## config.mk

```make
export PLATFORM = sky130hd
export DESIGN_NAME = mem_port_arbiter
export DESIGN_NICKNAME = d
export VERILOG_FILES = /design/src/rtl/mem_port_arbiter.sv
export SDC_FILE = /design/constraint.sdc
export NUM_CORES = 1
export LEC_CHECK = 0
export CORE_UTILIZATION = 41
export CTS_CLUSTER_SIZE = 14
export DETAILED_ROUTE_END_ITERATION = 12
export PLACE_DENSITY = 0.79
export SLEW_MARGIN = 20
export SYNTH_ARGS = -nofsm -noshare
export SYNTH_HDL_FRONTEND = slang
export SYNTH_SLANG_ARGS = --single-unit
```

## constraint.sdc

```tcl
create_clock -name clk -period 1.91 [get_ports clk]
set_input_delay 0.191 -clock clk [delete_from_list [all_inputs] [get_ports clk]]
set_output_delay 0.191 -clock clk [all_outputs]
set_load 0.005 [all_outputs]
```

## src/rtl/mem_port_arbiter.sv

```systemverilog
// Shares one variable-latency memory bus between instruction-fetch and data ports.
// One transaction in flight; data has priority, a starvation counter bounds fetch wait.
module mem_port_arbiter #(
    parameter int STARVE_LIMIT = 4
) (
    input  logic        clk,
    input  logic        reset,
    input  logic        i_req,
    input  logic [31:0] i_addr,
    output logic [31:0] i_rdata,
    output logic        i_valid,
    output logic        i_stall,
    input  logic        d_req,
    input  logic        d_we,
    input  logic [31:0] d_addr,
    input  logic [31:0] d_wdata,
    input  logic [3:0]  d_wmask,
    output logic [31:0] d_rdata,
    output logic        d_valid,
    output logic        d_stall,
    output logic        bus_req,
    output logic        bus_we,
    output logic [31:0] bus_addr,
    output logic [31:0] bus_wdata,
    output logic [3:0]  bus_wmask,
    input  logic        bus_gnt,
    input  logic        bus_rvalid,
    input  logic [31:0] bus_rdata
);
    localparam int CW = $clog2(STARVE_LIMIT + 1);
    localparam logic [CW-1:0] CNT_MAX = CW'(STARVE_LIMIT);

    localparam logic [2:0] IDLE   = 3'd0;
    localparam logic [2:0] I_REQ  = 3'd1;
    localparam logic [2:0] I_WAIT = 3'd2;
    localparam logic [2:0] D_REQ  = 3'd3;
    localparam logic [2:0] D_WAIT = 3'd4;

    logic [2:0]    state;
    logic [CW-1:0] starve_cnt;
    logic          i_elig, d_elig, grant_i, grant_d;

    // A port whose valid is high this cycle just completed and must not re-issue.
    assign i_elig  = i_req & ~i_valid;
    assign d_elig  = d_req & ~d_valid;
    assign grant_i = i_elig & (~d_elig | (starve_cnt == CNT_MAX));
    assign grant_d = d_elig & ~grant_i;

    assign i_stall = i_req & ~i_valid;
    assign d_stall = d_req & ~d_valid;
    assign bus_req = (state == I_REQ) | (state == D_REQ);

    always_ff @(posedge clk or negedge reset) begin
        if (!reset) begin
            state      <= IDLE;
            starve_cnt <= '0;
            bus_we     <= 1'b0;
            bus_addr   <= '0;
            bus_wdata  <= '0;
            bus_wmask  <= '0;
            i_rdata    <= '0;
            d_rdata    <= '0;
            i_valid    <= 1'b0;
            d_valid    <= 1'b0;
        end else begin
            i_valid <= 1'b0;
            d_valid <= 1'b0;
            case (state)
                IDLE: begin
                    if (grant_i) begin
                        state      <= I_REQ;
                        bus_we     <= 1'b0;
                        bus_addr   <= i_addr;
                        bus_wdata  <= '0;
                        bus_wmask  <= '0;
                        starve_cnt <= '0;
                    end else if (grant_d) begin
                        state     <= D_REQ;
                        bus_we    <= d_we;
                        bus_addr  <= d_addr;
                        bus_wdata <= d_wdata;
                        bus_wmask <= d_wmask;
                        if (i_req && starve_cnt != CNT_MAX)
                            starve_cnt <= starve_cnt + CW'(1);
                    end
                end
                I_REQ:  if (bus_gnt) state <= I_WAIT;
                D_REQ:  if (bus_gnt) state <= D_WAIT;
                I_WAIT: begin
                    if (bus_rvalid) begin
                        i_rdata <= bus_rdata;
                        i_valid <= 1'b1;
                        state   <= IDLE;
                    end
                end
                D_WAIT: begin
                    if (bus_rvalid) begin
                        d_rdata <= bus_rdata;
                        d_valid <= 1'b1;
                        state   <= IDLE;
                    end
                end
                default: state <= IDLE;
            endcase
        end
    end
endmodule

```

==> out/metrics.csv <==
metric;value;unit
status;complete, no violations;
die-area;14200;um2
rr_worst_depth;7;
synth_top_cell_by_area;dfrtp_1;
yosysWarnings;0;
setup_viol;0;
end_kind;primary output;
synth_top_area_share;0.626;
dp_hpwl;11.9;mm
start_kind;flop;
grt_max_degree;56;
worstPathArrival;1.64;ns
route.vias.total;4648;
worst_hold_slack;0.305;ns
timing.final.crit_share;0.959;
die_w;119;um
pwr-share-seq;0.342;
nets;857;
period_minus_slack;1.83;ns
finClkSkew;0.00461;ns
fin_cells;905;
p_sw;4530;uW
start_util;0.422;
finalPower;15400;uW
final_hold_viol_count;0;
rrSetupSlack;0.29;ns
ioPinCount;277;
crit-reg2reg-launch;starve_cnt[0]$_DFFE_PN0P_;
clockPowerShare;0.232;
seq_area_frac_synth;0.626;
slew_headroom;0.646;
n_antenna_cell;0;
viasPerCell;5.14;
cap_violations;0;
max_freq;0.546;GHz
clock_latency;0.41;ns
drt_pass1_iterations;4;
r2r_end;bus_addr[9]$_DFFE_PN0P_;
drc_errors;0;
cp_max_fo;6;
combPwrFrac;0.426;
grt_pass1_wl;26.0;mm
coreArea;13300;um2
syn_to_final_growth;64.6;%
finalWeightedCongestion;0.849;
dp_cells;872;
antenna_found_initial;0;
p_per_area;1660;nW/um2
internal_power;10900;uW
die_y;119;um
wire_per_inst;18.4;um
rsz0062_at_grt;no;
syn_nets;575;
synthesis.area;5630;um2
hp-class;in -> async;
grt_pass1_vias;4990;
fillCellCount;958;
critPathKind;reg -> out;
totalWireLength;16.6;mm
slew_viol_final;0;
cts_root_buffer;clkbuf_16;
cts_buffers;17;
ys_ff_latch;141;
gr-usage-all-layers;0.241;
numClockSinks;141;
switching_share;0.294;
drt_iter0_drc;193;
utilization;0.695;
peakVddDrop;0.975;mV
worst_pin_slew;0.530;ns
ys_top_cells_by_area;dfrtp_1 (63%), mux2_2 (12%), a22o_1 (5.9%);
p_leak;0.00400;uW
grt_overflow;0;
cts_tree;yes;
path_clk_slew;0.06;ns
required;1.72;ns
syn_inst;434;
synth_cell_type_count;31;
cts_setup_buffers;0;
port_buffers;276;
rows;42;
h-tree-depth;4;
drive_gt1_frac;0.160;
cts.path.max_buffers;2;
ant_nets;0;
synth_area_per_cell;13.0;um2
==> sequential cells by signal, indices dropped and copies added (netlist names) <==
register,flops
bus_addr,32
bus_wdata,32
d_rdata,32
i_rdata,32
bus_wmask,4
starve_cnt,3
state,3
bus_we,1
d_valid,1
i_valid,1
==> repair_timing <==
action | in CTS | in global routing
resized for setup | 0 | 3
hold buffers | 1 | 0
endpoints found under the setup margin | 0 | 14
hold endpoints to repair | 51 | 0
==> stage by stage <==
stage               TNS, ns  cell area (um2)  setup slack (ns)
detailed placement   -0.630             8600           -0.0655
global placement          0             8600            0.0343
CTS                       0             9260           0.00954
floorplan                 0             5630             0.457
finish                    0             9270            0.0789
global route              0             9270            0.0137
==> placed cells by master, fill, tap and decap left out, types with 7 or more instances in the layout <==
cell / n
nor2_1: 34
buf_4: 7
clkbuf_16: 17
a22o_1: 38
mux2_2: 61
clkdlybuf4s50_1: 273
nand2_1: 37
a21oi_1: 65
buf_12: 7
dfrtp_1: 141
==> cells in the mapped netlist <==
| master | instances |
|---|---|
| nor3_4 | 1 |
| nand4_1 | 1 |
| mux2_2 | 61 |
| nand2b_1 | 1 |
| nor2b_1 | 1 |
| a21oi_1 | 65 |
| ha_1 | 2 |
| and4bb_2 | 1 |
| and2b_4 | 1 |
| xor2_1 | 1 |
| nor2_4 | 1 |
| o21ai_0 | 1 |
| o22ai_1 | 2 |
| inv_1 | 4 |
| mux2_4 | 4 |
| a22o_1 | 38 |
| clkbuf_1 | 5 |
| buf_2 | 8 |
| and3_1 | 1 |
| dfrtp_1 | 141 |
| o21ai_4 | 1 |
| a21boi_4 | 1 |
| nor3b_1 | 1 |
| a21o_1 | 1 |
| nor2_1 | 34 |
| buf_4 | 5 |
| a21bo_2 | 1 |
| o21a_1 | 2 |
| o2bb2ai_1 | 1 |
| buf_6 | 10 |
| nand2_1 | 37 |
==> power by group through the flow <==
stage          clock (uW)  combinational [uW]  sequential (uW)
2_1_floorplan           0                2650             5290
3_3_place_gp            0                6360             5200
3_5_place_dp            0                6580             5290
4_1_cts              3650                6630             5280
5_1_grt              3780                7090             5430
6_report             3570                6570             5280
==> critical path: stages (launching register included) <==
cell and delay, ns:
dfrtp_1 0.45, nand2b_1 0.20, inv_1 0.06, clkdlybuf4s50_1 0.52
==> layer usage <==
| layer | GRT usage | wire (um) |
|---|---|---|
| met1 | 0.257 | 5920 |
| met2 | 0.408 | 8340 |
| met3 | 0.108 | 1900 |
| met4 | 0.106 | 463 |
| met5 | 0 | 0 |
==> cell type report <==
| type | count | area, um2 | area share |
|---|---|---|---|
| Clock buffer | 21 | 460 | 0.0497 |
| Clock inverter | 11 | 189 | 0.0204 |
| Inverter | 4 | 15.0 | 0.00162 |
| Multi-Input combinational cell | 261 | 1890 | 0.204 |
| Sequential cell | 141 | 3530 | 0.381 |
| Tap cell | 176 | 220 | 0.0237 |
| Timing Repair Buffer | 291 | 2970 | 0.320 |
==> logic make-up (layout without fill, tap and decap cells) <==
kind of cell / count (synthesis) / in the layout / synth area share
mux: 65 / 65 / 0.133
xor+xnor: 1 / 1 / 0.00155
simple gates: 80 / 80 / 0.0620
buf+inv: 32 / 327 / 0.0398
flops: 141 / 141 / 0.626
fa+ha+maj: 2 / 2 / 0.00444
compound gates: 113 / 113 / 0.133
==> worst max path at each step <==
stage,to,depth (start not counted),from
after floorplan,bus_wdata[10]$_DFFE_PN0P_,5,i_valid$_DFF_PN0_
after global placement,bus_addr[31]$_DFFE_PN0P_,6,d_req
after detailed placement,bus_addr[29]$_DFFE_PN0P_,6,d_req
after CTS,d_stall,3,d_valid$_DFF_PN0_
after global routing,bus_req,3,state[2]$_DFFE_PN0P_
final,bus_req,3,state[2]$_DFFE_PN0P_
(Power assumes the default switching activity.)
